## config.mk

```make
export PLATFORM = sky130hd
export DESIGN_NAME = energy_telemetry_uart
export DESIGN_NICKNAME = d
export VERILOG_FILES = /design/src/rtl/energy_telemetry_pkg.sv /design/src/rtl/uart_tx_byte.sv /design/src/rtl/energy_telemetry_uart.sv
export SDC_FILE = /design/constraint.sdc
export NUM_CORES = 1
export LEC_CHECK = 0
export ABC_AREA = 1
export BUFFER_PORTS_ARGS = -buffer_cell sky130_fd_sc_hd__buf_2
export CORE_ASPECT_RATIO = 1.4
export CORE_UTILIZATION = 34
export CTS_CLUSTER_DIAMETER = 30
export CTS_CLUSTER_SIZE = 10
export DETAILED_ROUTE_END_ITERATION = 8
export HOLD_SLACK_MARGIN = 0.08
export SYNTH_ARGS = -nofsm -noshare
export SYNTH_HDL_FRONTEND = slang
export SYNTH_HIERARCHICAL = 1
export SYNTH_SLANG_ARGS = --single-unit
```

## constraint.sdc

```tcl
create_clock -name clk -period 2.6 [get_ports clk]
set_input_delay 0.26 -clock clk [delete_from_list [all_inputs] [get_ports clk]]
set_output_delay 0.26 -clock clk [all_outputs]
set_load 0.02 [all_outputs]
```

## src/rtl/energy_telemetry_pkg.sv

```systemverilog
// Shared constants and frame-state encoding for the energy telemetry UART.
// Optional min/max trailer bytes are enabled by TELEM_MINMAX_EN.
package energy_telemetry_pkg;

  localparam logic [7:0] TELEM_HDR            = 8'hA5;
  localparam int         TELEM_FRAME_OVERHEAD = 3;

  typedef enum logic [2:0] {
    IDLE = 3'd0,
    HDR  = 3'd1,
    SEQ  = 3'd2,
    DATA = 3'd3,
    MINV = 3'd4,
    MAXV = 3'd5,
    CSUM = 3'd6
  } frame_state_e;

endpackage

```

## src/rtl/uart_tx_byte.sv

```systemverilog
// 8N1 byte serializer: start bit, 8 data bits LSB first, stop bit.
// A load on the final stop-bit cycle chains the next byte with no idle gap.
module uart_tx_byte #(
  parameter int CLKS_PER_BIT = 868
) (
  input  logic       clk,
  input  logic       rst_n,
  input  logic       load,
  input  logic [7:0] data,
  output logic       busy,
  output logic       done,
  output logic       near_done,
  output logic       tx
);

  localparam int BW = (CLKS_PER_BIT > 1) ? $clog2(CLKS_PER_BIT) : 1;

  logic          active;
  logic [BW-1:0] baud_cnt;
  logic [3:0]    bit_idx;
  logic [7:0]    shreg;
  logic          tx_q;
  logic          bit_end;

  assign bit_end   = (baud_cnt == BW'(CLKS_PER_BIT - 1));
  assign busy      = active;
  assign tx        = tx_q;
  assign done      = active && (bit_idx == 4'd9) && bit_end;
  // One cycle ahead of done, so the frame FSM can release busy on time.
  assign near_done = active && (bit_idx == 4'd9) && (baud_cnt == BW'(CLKS_PER_BIT - 2));

  always_ff @(posedge clk or negedge rst_n) begin
    if (!rst_n) begin
      active   <= 1'b0;
      baud_cnt <= '0;
      bit_idx  <= 4'd0;
      shreg    <= 8'h00;
      tx_q     <= 1'b1;
    end else if (load) begin
      active   <= 1'b1;
      baud_cnt <= '0;
      bit_idx  <= 4'd0;
      shreg    <= data;
      tx_q     <= 1'b0;
    end else if (active) begin
      if (bit_end) begin
        baud_cnt <= '0;
        bit_idx  <= bit_idx + 4'd1;
        if (bit_idx == 4'd9) begin
          active <= 1'b0;
          tx_q   <= 1'b1;
        end else if (bit_idx == 4'd8) begin
          tx_q <= 1'b1;
        end else begin
          tx_q  <= shreg[0];
          shreg <= {1'b0, shreg[7:1]};
        end
      end else begin
        baud_cnt <= baud_cnt + BW'(1);
      end
    end
  end

endmodule

```

## src/rtl/energy_telemetry_uart.sv

```systemverilog
// Telemetry framer: sample FIFO feeding A5/seq/data/checksum frames onto a UART pin.
// Define TELEM_MINMAX_EN to append min and max data bytes ahead of the checksum.
module energy_telemetry_uart
  import energy_telemetry_pkg::*;
#(
  parameter int CLKS_PER_BIT = 868,
  parameter int FIFO_DEPTH   = 4,
  parameter int FRAME_LEN    = 4
) (
  input  logic       clk,
  input  logic       rst_n,
  input  logic       ena,
  input  logic [7:0] sample_in,
  input  logic       sample_valid,
  output logic       tx,
  output logic       busy,
  output logic       frame_done,
  output logic       overflow
);

  localparam int AW = (FIFO_DEPTH > 1) ? $clog2(FIFO_DEPTH) : 1;

  logic [7:0]    mem [FIFO_DEPTH];
  logic [AW-1:0] wr_ptr, rd_ptr;
  logic [AW:0]   count;
  logic [7:0]    head;
  logic          push_req, push_ok, full, pop;

  frame_state_e  state;
  logic [7:0]    seq, csum, data_cnt;
  logic          tx_load, tx_busy, tx_done, tx_near_done;
  logic [7:0]    tx_data;
  logic          last_data;
`ifdef TELEM_MINMAX_EN
  logic [7:0]    min_v, max_v;
`endif

  assign head      = mem[rd_ptr];
  assign full      = (count == (AW+1)'(FIFO_DEPTH));
  assign push_req  = sample_valid && ena;
  // A pop in the same cycle frees the slot, so a push into a full FIFO still lands.
  assign push_ok   = push_req && (!full || pop);
  assign busy      = (state != IDLE);
  assign last_data = (data_cnt == 8'(FRAME_LEN - 1));

  always_ff @(posedge clk) begin
    if (push_ok) mem[wr_ptr] <= sample_in;
  end

  always_ff @(posedge clk or negedge rst_n) begin
    if (!rst_n) begin
      wr_ptr   <= '0;
      rd_ptr   <= '0;
      count    <= '0;
      overflow <= 1'b0;
    end else begin
      if (push_ok) wr_ptr <= wr_ptr + AW'(1);
      if (pop)     rd_ptr <= rd_ptr + AW'(1);
      count <= count + (AW+1)'(push_ok) - (AW+1)'(pop);
      if (push_req && !push_ok) overflow <= 1'b1;
    end
  end

  always_comb begin
    tx_load = 1'b0;
    tx_data = 8'h00;
    pop     = 1'b0;
    unique case (state)
      HDR: begin
        if (!tx_busy) begin
          tx_load = 1'b1;
          tx_data = TELEM_HDR;
        end else if (tx_done) begin
          tx_load = 1'b1;
          tx_data = seq;
        end
      end
      SEQ: begin
        if (tx_done) begin
          tx_load = 1'b1;
          tx_data = head;
          pop     = 1'b1;
        end
      end
      DATA: begin
        if (tx_done) begin
          tx_load = 1'b1;
          if (!last_data) begin
            tx_data = head;
            pop     = 1'b1;
          end else begin
`ifdef TELEM_MINMAX_EN
            tx_data = min_v;
`else
            tx_data = csum;
`endif
          end
        end
      end
`ifdef TELEM_MINMAX_EN
      MINV: begin
        if (tx_done) begin
          tx_load = 1'b1;
          tx_data = max_v;
        end
      end
      MAXV: begin
        if (tx_done) begin
          tx_load = 1'b1;
          tx_data = csum;
        end
      end
`endif
      default: ;
    endcase
  end

  always_ff @(posedge clk or negedge rst_n) begin
    if (!rst_n) begin
      state      <= IDLE;
      seq        <= 8'h00;
      csum       <= 8'h00;
      data_cnt   <= 8'h00;
      frame_done <= 1'b0;
    end else begin
      frame_done <= 1'b0;
      unique case (state)
        IDLE: if (count >= (AW+1)'(FRAME_LEN)) state <= HDR;
        HDR: begin
          if (tx_busy && tx_done) begin
            state <= SEQ;
            csum  <= seq;
          end
        end
        SEQ: begin
          if (tx_done) begin
            state    <= DATA;
            data_cnt <= 8'h00;
            csum     <= csum + head;
          end
        end
        DATA: begin
          if (tx_done) begin
            if (last_data) begin
`ifdef TELEM_MINMAX_EN
              state <= MINV;
`else
              state <= CSUM;
`endif
            end else begin
              data_cnt <= data_cnt + 8'd1;
              csum     <= csum + head;
            end
          end
        end
`ifdef TELEM_MINMAX_EN
        MINV: begin
          if (tx_done) begin
            state <= MAXV;
            csum  <= csum + min_v;
          end
        end
        MAXV: begin
          if (tx_done) begin
            state <= CSUM;
            csum  <= csum + max_v;
          end
        end
`endif
        CSUM: begin
          if (tx_near_done) begin
            state      <= IDLE;
            seq        <= seq + 8'd1;
            frame_done <= 1'b1;
          end
        end
        default: state <= IDLE;
      endcase
    end
  end

`ifdef TELEM_MINMAX_EN
  always_ff @(posedge clk or negedge rst_n) begin
    if (!rst_n) begin
      min_v <= 8'h00;
      max_v <= 8'h00;
    end else if (pop) begin
      // The first pop of a frame comes from SEQ and seeds both extremes.
      if (state == SEQ || head < min_v) min_v <= head;
      if (state == SEQ || head > max_v) max_v <= head;
    end
  end
`endif

  uart_tx_byte #(
    .CLKS_PER_BIT(CLKS_PER_BIT)
  ) u_tx (
    .clk       (clk),
    .rst_n     (rst_n),
    .load      (tx_load),
    .data      (tx_data),
    .busy      (tx_busy),
    .done      (tx_done),
    .near_done (tx_near_done),
    .tx        (tx)
  );

endmodule

```

==> impl_metrics.yaml <==
setup_path:
  critPathLaunchType: "register"
  crit_fanout: 4
  crit_type: "register to register"
  cp.arrival_ps: 2690
  critical_path.endpoint_type: "register"
  worstPathRequired_ps: 2820
floorplanning:
  coreArea_um2: 15100
  die-area_um2: 16100
  initial_core_util_pct: 35.1
  io_pins: 16
  die_x_um: 108
  num_rows: 53
  die_h_um: 150
route:
  totalWireLength_mm: 10.8
  wl_per_cell_um: 12.5
  firstDrtPassIters: 5
  viasPerCell: 4.70
  postRouteAntennaNets: 0
  vias: 4071
  drc: 0
  drt-initial-drc-count: 171
sta:
  skew_ps: 11.9
  fin_setup_tns_ps: 0
  setup_viol: 0
  max-slew-margin-rel_pct: 61.6
  finalCritPeriodShare_pct: 95.1
  drv_slew: 0
  finalHoldViolCount: 0
  tightest_slew_ps: 576
  max_freq_mhz: 405
  fin_crit_ps: 2470
  rsz0062_at_grt: "false"
  whs_ps: 120
clocking:
  worstSkewPairLatency_ps: 360
  clock-sinks: 92
  clk_pin_slew_ps: 70
  cts_tree: "yes"
  htree_levels: 3
  clockRootBuffer: "clkbuf_16"
  cts_buffer_depth: 2
  numCtsBuffers: 9
yosys:
  synth_area_um2: 5310
  syn_nets: 658
  yosys_warnings: 6
  synth-seq-cells: 92
  avgSynthCellArea_um2: 8.50
  postSynthCellCount: 625
  yosys.cell_types.count: 43
  seq_area_frac_synth_pct: 46.4
global_route:
  grt_use_total_pct: 15.0
  grt_pass1_wl_mm: 19.0
  grt_max_degree: 26
  antenna_found_initial: 0
  grt.overflow.total: 0
  grt_pass1_vias: 4130
placement:
  dp_hpwl_mm: 8.31
  place_congestion: 0.834
  portBuffers: 15
layout:
  utilization_pct: 40.4
  area_delta_synth_final_pct: 15.1
  fillers: 1536
  antennaDiodeCount: 0
  fin_nets: 702
  layout-drive-gt1-share_pct: 18.4
hold_path:
  hold_class: "primary input to register"
pwr:
  irDropWorstVdd_mv: 0.325
  pwr_density_cell_nw_per_um2: 759
  leakagePower_nw: 2.92
run:
  cap_violations: 0
status:
  status: "completed"
flip-flops by register name, indices dropped and copies added, names as in the netlist:
signal	flops
mem	32
u_tx/baud_cnt	10
csum	8
data_cnt	8
seq	8
u_tx/shreg	8
u_tx/bit_idx	4
count	3
state	3
rd_ptr	2
wr_ptr	2
frame_done	1
overflow	1
u_tx/busy	1
u_tx/tx	1
cell type report:
type	count	area [um2]	share of cell area, %
multi-input combinational	455	2550	41.7
timing repair buffer	45	303	4.95
clock inverter	7	63.8	1.04
clock buffer	9	225	3.69
tap	192	240	3.93
sequential	92	2460	40.3
inverter	66	265	4.34
path summary, 6_finish.rpt:
path | slack [ps] | end | startpoint | cells after the start
setup / recovery | 130 | count[1]$_DFF_PN0_ | u_tx/bit_idx[1]$_DFFE_PN0P_ | 15
hold / removal | 120 | mem[1][1]$_DFFE_PP_ | sample_in[1] | 1
setup reg to reg | 130 | count[1]$_DFF_PN0_ | u_tx/bit_idx[1]$_DFFE_PN0P_ | 15
hold reg to reg | 480 | u_tx/shreg[1]$_DFFE_PN0P_ | u_tx/shreg[1]$_DFFE_PN0P_ | 2
max in group asynchronous | 1480 | csum[0]$_DFFE_PN0P_ | rst_n | 3
min in group asynchronous | 440 | u_tx/baud_cnt[3]$_DFFE_PN0P_ | rst_n | 2
critical path: stages, from the launching register on:
cell	delay (ps)
dfrtp_1	390
inv_2	80
ha_4	120
inv_1	60
nor2_4	140
nand3_2	120
nor3_4	230
nand2_4	110
nor2_8	140
nand2_4	70
nand2_4	60
buf_4	110
nand2_2	60
nand2_2	70
ha_2	170
fa_2	420
synthesized netlist by cell type:
master,n,area share (%)
nand2_1,212,15
dfrtp_1,59,28
inv_1,58,4.1
nand3_1,52,4.9
nor2_1,42,3.0
edfxtp_1,32,18
ha_1,19,4.5
o21ai_0,16,1.5
nand2_2,15,1.8
nand4_1,15,1.8
xor2_1,15,2.5
o211ai_1,8,1.1
a21oi_1,7,0.66
buf_2,7,0.66
o21ai_2,7,1.2
xnor2_1,6,0.99
inv_2,5,0.35
o21ai_1,5,0.47
nand2_4,4,0.85
nor3_1,4,0.38
buf_6,3,0.64
nand3b_1,3,0.42
fa_1,2,0.75
inv_4,2,0.24
nand2_8,2,0.75
nand3_2,2,0.38
nor2_2,2,0.24
nor2_4,2,0.42
nor2_8,2,0.75
nor3_2,2,0.38
o21bai_1,2,0.28
or2_2,2,0.24
and2_1,1,0.12
buf_8,1,0.28
clkbuf_1,1,0.071
clkinv_8,1,0.31
dfstp_2,1,0.49
mux2i_1,1,0.19
nand3_4,1,0.33
nand3b_4,1,0.38
nor3_4,1,0.31
nor3b_2,1,0.24
xor2_2,1,0.31
stage by stage:
stage                     instances  area [um2]  worst slack (ps)  power, mW
after global routing            866        6110              7.74       4.95
after detailed placement        848        5760             -2.79       3.35
after floorplan                 625        5320              19.8       2.95
after CTS                       865        6070              18.1       4.66
final                           866        6110               128       4.64
after global placement          848        5760              46.6       3.29
power breakdown:
group	internal [mW]	switching, mW
registers	1.75	0.229
clock network	0.672	0.622
logic	0.551	0.812
timing repair:
action | in CTS | in global routing
endpoints found under the setup margin | 1 | 32
hold buffers | 1 | 0
buffers inserted | 0 | 1
pin swaps | 2 | 5
resized for setup | 2 | 10
endpoints found under the hold margin | 22 | 0
per-layer routing:
layer  track usage, %  routed length, um
met4             6.58                250
met2             26.7               5620
met1             17.2               4700
met5                0                  0
met3             2.74                275
placed cells by master (no fill, tap or decap), drive strengths merged:
| cell | count |
|---|---|
| o211ai | 8 |
| dfstp | 1 |
| fa | 2 |
| xor2 | 16 |
| a21oi | 7 |
| edfxtp | 32 |
| nand3b | 4 |
| dfrtp | 59 |
| nor3 | 7 |
| o21ai | 28 |
| clkinvlp | 2 |
| ha | 19 |
| clkinv | 1 |
| or2 | 2 |
| xnor2 | 6 |
| nor3b | 1 |
| nand3 | 55 |
| dlygate4sd3 | 1 |
| nand2 | 233 |
| clkbuf | 9 |
| inv | 70 |
| o21bai | 2 |
| mux2i | 1 |
| nor2 | 48 |
| and2 | 1 |
| buf | 44 |
| nand4 | 15 |
cells by family after synthesis:
logic type | after synthesis | share of synthesized area [%]
AND/OR/NAND/NOR | 366 | 32.6
flip-flops | 92 | 46.4
buffers and inverters | 78 | 6.64
AO/OA/AOI/OAI | 45 | 5.21
XOR/XNOR | 22 | 3.77
adder cells (fa/ha/maj) | 21 | 5.23
multiplexers | 1 | 0.189
Note: power is estimated with default switching activity, not from simulation.
